### config.mk
export PLATFORM = sky130hd
export DESIGN_NAME = sdhci_dat_xfer_ctrl
export DESIGN_NICKNAME = d
export VERILOG_FILES = /design/src/rtl/sdhci_dat_xfer_ctrl_pkg.sv /design/src/rtl/sdhci_dat_xfer_ctrl.sv
export SDC_FILE = /design/constraint.sdc
export NUM_CORES = 1
export LEC_CHECK = 0
export CORE_ASPECT_RATIO = 1.5
export CORE_MARGIN = 5
export CORE_UTILIZATION = 52
export CTS_CLUSTER_DIAMETER = 30
export DETAILED_ROUTE_END_ITERATION = 8
export PLACE_DENSITY_LB_ADDON = 0.3
export SYNTH_ARGS = -nofsm -noshare
export SYNTH_HDL_FRONTEND = slang
export SYNTH_SLANG_ARGS = --single-unit
### constraint.sdc
create_clock -name clk_i -period 4.3 [get_ports clk_i]
set_input_delay 0.43 -clock clk_i [delete_from_list [all_inputs] [get_ports clk_i]]
set_output_delay 0.43 -clock clk_i [all_outputs]
set_load 0.05 [all_outputs]
### src/rtl/sdhci_dat_xfer_ctrl_pkg.sv
// sdhci_dat_xfer_ctrl_pkg: hardware-update record shared with the SDHCI register file
package sdhci_dat_xfer_ctrl_pkg;
  typedef struct packed {
    logic [15:0] d;
    logic        de;
  } writable_reg_t;
endpackage

### src/rtl/sdhci_dat_xfer_ctrl.sv
// sdhci_dat_xfer_ctrl: DAT transfer sequencer driving Present State bits, buffer enables and Block Count updates
module sdhci_dat_xfer_ctrl
  import sdhci_dat_xfer_ctrl_pkg::*;
#(
  parameter int BufWordBytes  = 4,
  parameter int MaxBlockBytes = 2048
) (
  input  logic          clk_i,
  input  logic          rst_ni,
  input  logic          sw_rst_dat_i,
  input  logic          start_i,
  input  logic          read_i,
  input  logic          multi_block_i,
  input  logic          block_count_enable_i,
  input  logic          auto_cmd12_enable_i,
  input  logic [15:0]   block_count_i,
  input  logic [11:0]   block_size_i,
  input  logic          buf_access_i,
  output logic          dat_block_start_o,
  input  logic          dat_block_done_i,
  input  logic          dat_error_i,
  output logic          auto_cmd12_req_o,
  input  logic          auto_cmd12_ack_i,
  output logic          read_transfer_active_o,
  output logic          write_transfer_active_o,
  output logic          buffer_read_enable_o,
  output logic          buffer_write_enable_o,
  output writable_reg_t block_count_hw_o
);
  localparam int WW = $clog2(MaxBlockBytes / BufWordBytes) + 1;
  typedef enum logic [2:0] {IDLE, WR_FILL, WR_SEND, RD_RECV, RD_DRAIN, CMD12} state_t;
  state_t state, state_d;
  logic rd, multi, bce, acmd12;
  logic [15:0] left, left_d;
  logic [WW-1:0] wpb, cnt, cnt_d, cnt_inc;
  logic start_q, start_d;
  writable_reg_t bc_d;
  logic accept, unbounded, word_done, more_now, more_after, cmd12_go;
  logic [12:0] bs_round;
  assign bs_round   = {1'b0, block_size_i} + 13'(BufWordBytes - 1);
  assign accept     = start_i && block_size_i != '0 &&
                      !(multi_block_i && block_count_enable_i && block_count_i == '0);
  assign unbounded  = multi && !bce;
  assign cnt_inc    = cnt + WW'(1);
  assign word_done  = buf_access_i && cnt_inc == wpb;
  assign more_now   = unbounded || left != '0;
  assign more_after = unbounded || left > 16'd1;
  assign cmd12_go   = acmd12 && multi;
  assign buffer_write_enable_o   = state == WR_FILL;
  assign buffer_read_enable_o    = state == RD_DRAIN;
  assign auto_cmd12_req_o        = state == CMD12;
  assign write_transfer_active_o = state == WR_FILL || state == WR_SEND || (state == CMD12 && !rd);
  assign read_transfer_active_o  = state == RD_RECV || state == RD_DRAIN || (state == CMD12 && rd);
  assign dat_block_start_o       = start_q;
  // next state, word/block counters and registered pulses; software DAT reset overrides everything
  always_comb begin
    state_d = state;
    cnt_d   = cnt;
    left_d  = left;
    start_d = 1'b0;
    bc_d    = '{d: block_count_hw_o.d, de: 1'b0};
    case (state)
      IDLE: if (accept) begin
        state_d = read_i ? RD_RECV : WR_FILL;
        start_d = read_i;
        cnt_d   = '0;
        left_d  = multi_block_i ? block_count_i : 16'd1;
      end
      WR_FILL: if (buf_access_i) begin
        cnt_d   = word_done ? '0 : cnt_inc;
        start_d = word_done;
        if (word_done) state_d = WR_SEND;
      end
      WR_SEND, RD_RECV: if (dat_error_i) state_d = IDLE;
      else if (dat_block_done_i) begin
        left_d = left - 16'd1;
        bc_d   = '{d: left - 16'd1, de: bce};
        if (state == RD_RECV) state_d = RD_DRAIN;
        else if (more_after) state_d = WR_FILL;
        else if (cmd12_go) state_d = CMD12;
        else state_d = IDLE;
      end
      RD_DRAIN: if (buf_access_i) begin
        cnt_d   = word_done ? '0 : cnt_inc;
        start_d = word_done && more_now;
        if (word_done && more_now) state_d = RD_RECV;
        else if (word_done && cmd12_go) state_d = CMD12;
        else if (word_done) state_d = IDLE;
      end
      CMD12: if (auto_cmd12_ack_i) state_d = IDLE;
      default: state_d = IDLE;
    endcase
    if (sw_rst_dat_i) begin
      state_d = IDLE;
      cnt_d   = '0;
      left_d  = '0;
      start_d = 1'b0;
      bc_d    = '0;
    end
  end
  // sequencer state, counters and registered pulse outputs
  always_ff @(posedge clk_i or negedge rst_ni)
    if (!rst_ni) begin
      state            <= IDLE;
      cnt              <= '0;
      left             <= '0;
      start_q          <= 1'b0;
      block_count_hw_o <= '0;
    end else begin
      state            <= state_d;
      cnt              <= cnt_d;
      left             <= left_d;
      start_q          <= start_d;
      block_count_hw_o <= bc_d;
    end
  // transfer configuration captured when a start is accepted
  always_ff @(posedge clk_i or negedge rst_ni)
    if (!rst_ni) begin
      {rd, multi, bce, acmd12} <= '0;
      wpb                      <= '0;
    end else if (sw_rst_dat_i) begin
      {rd, multi, bce, acmd12} <= '0;
      wpb                      <= '0;
    end else if (state == IDLE && accept) begin
      {rd, multi, bce, acmd12} <= {read_i, multi_block_i, block_count_enable_i, auto_cmd12_enable_i};
      wpb                      <= WW'(bs_round / 13'(BufWordBytes));
    end
endmodule

==> impl_metrics.ini, run 1 <==
[routing]
first_iter_violations = 224
detail_route.wl_per_cell_um = 16.5
drt_wl_total_um = 9710
avgViaCountPerCell = 5.82
num_vias = 3414
drtAntennaViolNets = 0
drc_errors = 0
firstDrtPassIters = 5

[timing]
rsz0062_at_grt = false
max_clock_freq_mhz = 358
hold_viol = 0
worstMarginPinSlew_ns = 0.780
post-route-period-util = 0.650
drv_slew = 0
relSlewSlack = 0.466
period_needed_ns = 2.80
setup_viol = 0
tns_ns = 0
fin_skew_ns = 0.0105

[worst_setup_path]
crit_path_end = read_transfer_active_o
reg2regPathDepth = 7
slowest_stage = clkdlybuf4s50_1
r2r-end = left[11]
critPathArrivalTime_ns = 2.37
reg2reg_slack_ns = 1.75
critPathLaunchType = flop
path_max_fanout = 38
path_cells = nand2b_1, buf_4, o22ai_1, clkdlybuf4s50_1
rr_startpoint = left[4]
path_class = reg -> out
cp.required_ns = 3.87
cp-end-kind = output pin
cp-startpoint = state[2]
cpPeakStageDelay_ns = 0.83

[final_layout]
seq_area_um2 = 1530
n_antenna_cell = 0
syn_to_final_growth_pct = 21.0
fin_nets = 528
final_cell_mix = 61 x dfrtp_1, 61 x clkdlybuf4s50_1, 53 x nand2_1
fill_cells = 609
fin_util = 0.641
multi_input_area_um2 = 2070
drive_gt1_frac = 0.0637

[place]
gp_congestion = 0.921
port_buffers = 62
dp_hpwl_um = 7180

[cts]
hold_buffers = 0
cts_tree = yes
cts_resized = 0
clk_pin_slew_ns = 0.06
htreeDepth = 3
cts_sinks = 61
cts_root_buf = clkbuf_8
cts.path.max_buffers = 2
cts_buffers = 9
clock_latency_ns = 0.35
postCtsSetupBuffers = 0

[floorplanning]
start_util = 0.530
die_w_um = 79.9
die_y_um = 115
num_rows = 38
ios = 63
core-area_um2 = 7180
dieArea_um2 = 9170

[synthesis]
netlist_instances = 430
synth_area_um2 = 3810
synth_edf_count = 0
yosys_register_bits = 61
yosysTopAreaCellShare = 0.401
avgSynthCellArea_um2 = 8.85
syn_nets = 474
async_reset_ff_frac = 1.00
synth_ff_type = dfrtp_1
yosysSeqAreaShare = 0.401
synth_cell_types = 58
synthTopCellsByArea = dfrtp_1 40%, xnor2_1 5.5%, nand2_1 5.2%, nor2_1 4.6%, o21ai_0 4.5%
yosysWarnings = 0
yosysTopAreaCell = dfrtp_1

[global_routing]
grt_max_degree = 62
grt_pass1_wl_um = 16100
antenna_found_initial = 0
grt_overflow_total = 0
grt_pass1_vias = 3393
grtUsageTotal = 0.225

[job]
drv_cap = 0

[power]
p_leak_uw = 0.00189
vdd_drop_max_mv = 0.298
p_per_area_nw_per_um2 = 453

[min_path]
hold_path_class = in -> async

[run_status]
outcome = finished clean
power by group:
group	internal, uW	leakage, uW	switching [uW]
Combinational	336	0.000969	502
Sequential	650	0.000830	105
Clock	276	0.0000923	216
Total	1260	0.00189	823
cell families after synthesis:
kind of cell / share of synthesized area
adder cells (fa/ha/maj): 0.0131
multiplexers: 0.0191
AO/OA/AOI/OAI: 0.208
XOR/XNOR: 0.0828
buffers and inverters: 0.0539
flip-flops: 0.401
AND/OR/NAND/NOR: 0.222
per-stage QoR:
step	hold slack, ns	instances	worst slack [ns]	power, uW	cell area [um^2]
after floorplan	0.134	430	1.79	1380	3810
after CTS	0.280	587	1.53	2090	4600
after global placement	0.466	573	1.28	1590	4420
after detailed placement	0.469	573	1.23	1600	4420
after global routing	0.319	587	1.37	2220	4600
final	0.232	587	1.50	2090	4600
worst min-delay path by stage:
stage / from / to / slack [ns] / cells after the start
after floorplan: rst_ni / acmd12 / 0.13 / 0
after global placement: block_count_hw_o[8] / block_count_hw_o[8] / 0.47 / 1
after detailed placement: block_count_hw_o[8] / block_count_hw_o[8] / 0.47 / 1
after CTS: rst_ni / block_count_hw_o[3] / 0.28 / 2
after global routing: rst_ni / block_count_hw_o[2] / 0.32 / 2
final: rst_ni / block_count_hw_o[3] / 0.23 / 2
critical path, delay by kind of cell, from the launching register on:
family | cells | cell delay (ns)
buf+inv | 2 | 1.10
flops | 1 | 0.49
simple gates | 1 | 0.21
compound gates | 1 | 0.21
per-layer routing:
layer  global-route usage  up-vias  share of wire
met5                    0        -              0
met4               0.0947        0          0.022
li1                     -     1659              -
met1                0.260     1603           0.39
met2                0.403      131           0.53
met3               0.0400       21          0.055
flip-flops by register name (all words and copies together) (netlist names):
signal,cells
acmd12,1
bce,1
block_count_hw_o,17
cnt,10
dat_block_start_o,1
left,16
multi,1
rd,1
state,3
wpb,10
final cells by class:
class                      count  area share
clock inverter                 2     0.00761
sequential                    61       0.332
clock buffer                  12      0.0315
multi-input combinational    334       0.451
timing repair buffer          68       0.143
tap                          100      0.0272
inverter                      10     0.00815
Yosys cell counts (all sizes together) (2+ instances only):
cell type	count
o21ai	34
nor2	47
nand4	2
a2111o	2
o31ai	10
xor2	12
nor3	17
dfrtp	61
nand2	53
a31oi	15
a21oi	9
or2	2
or4	3
and4	2
mux2	2
nor2b	2
nand3	10
nand2b	6
ha	4
and3	6
or3	3
a211oi	12
a21o	3
clkbuf	11
a311oi	2
nor4	13
mux2i	5
xnor2	24
buf	13
o21a	4
and2	2
o21bai	3
a22o	8
inv	10
o31a	2
(Power assumes the default switching activity.)
==> run 2: changes to the inputs <==
--- a/config.mk
+++ b/config.mk
@@ -7,7 +7,7 @@
 export LEC_CHECK = 0
 export CORE_ASPECT_RATIO = 1.5
 export CORE_MARGIN = 5
-export CORE_UTILIZATION = 52
+export CORE_UTILIZATION = 49
 export CTS_CLUSTER_DIAMETER = 30
 export DETAILED_ROUTE_END_ITERATION = 8
 export PLACE_DENSITY_LB_ADDON = 0.3
==> constraint.sdc (replaced) <==
create_clock -name clk_i -period 2.4 [get_ports clk_i]
set_input_delay 0.24 -clock clk_i [delete_from_list [all_inputs] [get_ports clk_i]]
set_output_delay 0.24 -clock clk_i [all_outputs]
set_load 0.05 [all_outputs]
==> impl_metrics.ini, run 2 (synthesis gave the netlist of run 1 again) <==
[final_layout]
fill_cells = 639
final_cell_mix = 60 x dfrtp_1, 57 x clkdlybuf4s50_1, 53 x nand2_1
final_common_cell = dfrtp_1
top_regs = block_count_hw_o x17, left x16
regMostFlops = block_count_hw_o
n_antenna_cell = 0
syn_to_final_growth_pct = 33.9
stdcell_count = 633
largest_reg_flops = 17
drive_gt1_frac = 0.166
fin_util = 0.669
fin_nets = 571

[min_path]
hold_path_class = in -> async

[timing]
drv_slew = 0
max_clock_freq_mhz = 437
tns_ns = 0
relSlewSlack = 0.646
post-route-period-util = 0.953
hold_viol = 0
fin_skew_ns = 0.00316
setup_ws_ns = 0.112
worstMarginPinSlew_ns = 0.529
setup_viol = 0
hold_ws_ns = 0.395
period_needed_ns = 2.29

[routing]
avgViaCountPerCell = 5.81
drtAntennaViolNets = 0
firstDrtPassIters = 4
num_vias = 3675
detail_route.wl_per_cell_um = 17.2
first_iter_violations = 229
drt_wl_total_um = 10900
drc_errors = 0

[global_routing]
grt_pass1_wl_um = 18000
grt_pass1_vias = 3794
grt_overflow_total = 0
antenna_found_initial = 0
grtUsageTotal = 0.243
grt_max_degree = 35

[floorplanning]
ios = 63
core-area_um2 = 7610
die_w_um = 82.0
die_y_um = 118
num_rows = 39
start_util = 0.500
dieArea_um2 = 9670

[cts]
cts_sinks = 61
htreeDepth = 3
cts_root_buf = clkbuf_16
clock_latency_ns = 0.33
cts.path.max_buffers = 2
cts_buffers = 9
cts_tree = yes
clk_pin_slew_ns = 0.05

[place]
dp_slack_ns = -0.0186
dp_hpwl_um = 8270
port_buffers = 62
place_inst = 615
gp_congestion = 0.929

[worst_setup_path]
cp-end-kind = flop
reg2regPathDepth = 7
critPathArrivalTime_ns = 2.50
critPathLaunchType = flop
rr_startpoint = cnt[0]
reg2reg_slack_ns = 0.11
cp.required_ns = 2.61
r2r-end = cnt[6]
cp-startpoint = cnt[0]
path_class = reg -> reg
path_max_fanout = 7

[power]
p_leak_uw = 0.00215
vdd_drop_max_mv = 0.462
seq_power_share = 0.313
p_int_uw = 2700
pwr-share-clk = 0.266
switching_share = 0.376
p_sw_uw = 1620
p_per_area_nw_per_um2 = 848
pwr-share-comb = 0.420

[run_status]
outcome = finished clean

[job]
drv_cap = 0
run 2: through the flow:
stage / total power, uW / instance area, um^2
after floorplan: 2480 / 3810
after global placement: 3090 / 4740
after detailed placement: 3130 / 4740
after CTS: 4300 / 5010
after global routing: 4560 / 5090
final: 4320 / 5090
run 2: how the worst max path moves through the flow:
stage                              endpoint  slack [ns]
floorplan           write_transfer_active_o        0.08
global placement                    left[3]       -0.02
detailed placement                 left[12]       -0.02
CTS                                state[1]       0.006
global route                         cnt[6]       -0.03
finish                               cnt[6]        0.11
run 2: timing repair:
action                     in CTS  in global routing
setup endpoints to repair       0                 13
hold endpoints to repair       18                  0
resized for setup               0                 15
hold buffers                    1                  0
buffers inserted                0                  2
run 2: final cells by class:
| class | instances | area, um^2 | share of cell area |
|---|---|---|---|
| Tap cell | 102 | 128 | 0.0250 |
| Inverter | 10 | 37.5 | 0.00737 |
| Clock inverter | 2 | 10.0 | 0.00196 |
| Sequential cell | 61 | 1530 | 0.300 |
| Multi-Input combinational cell | 334 | 2140 | 0.420 |
| Timing Repair Buffer | 111 | 1000 | 0.196 |
| Clock buffer | 13 | 250 | 0.0491 |
run 2: power groups by stage:
stage	logic [uW]	clock network [uW]	registers, uW
global placement	1740	0	1350
global route	1980	1210	1370
CTS	1790	1170	1340
detailed placement	1770	0	1360
floorplan	1140	0	1340
finish	1820	1150	1350
run 2: critical path, stage by stage (launching register included):
cell and delay [ns]:
dfrtp_1 0.39, buf_4 0.15, nand3_1 0.20, nor4_1 0.40, a311oi_2 0.11, o31a_1 0.44, and3_4 0.22, a221o_1 0.25
run 2: metal layers:
layer  track usage  part of all wire
met1         0.254              0.36
met2         0.421              0.54
met3        0.0429             0.051
met4         0.166             0.053
met5             0                 0
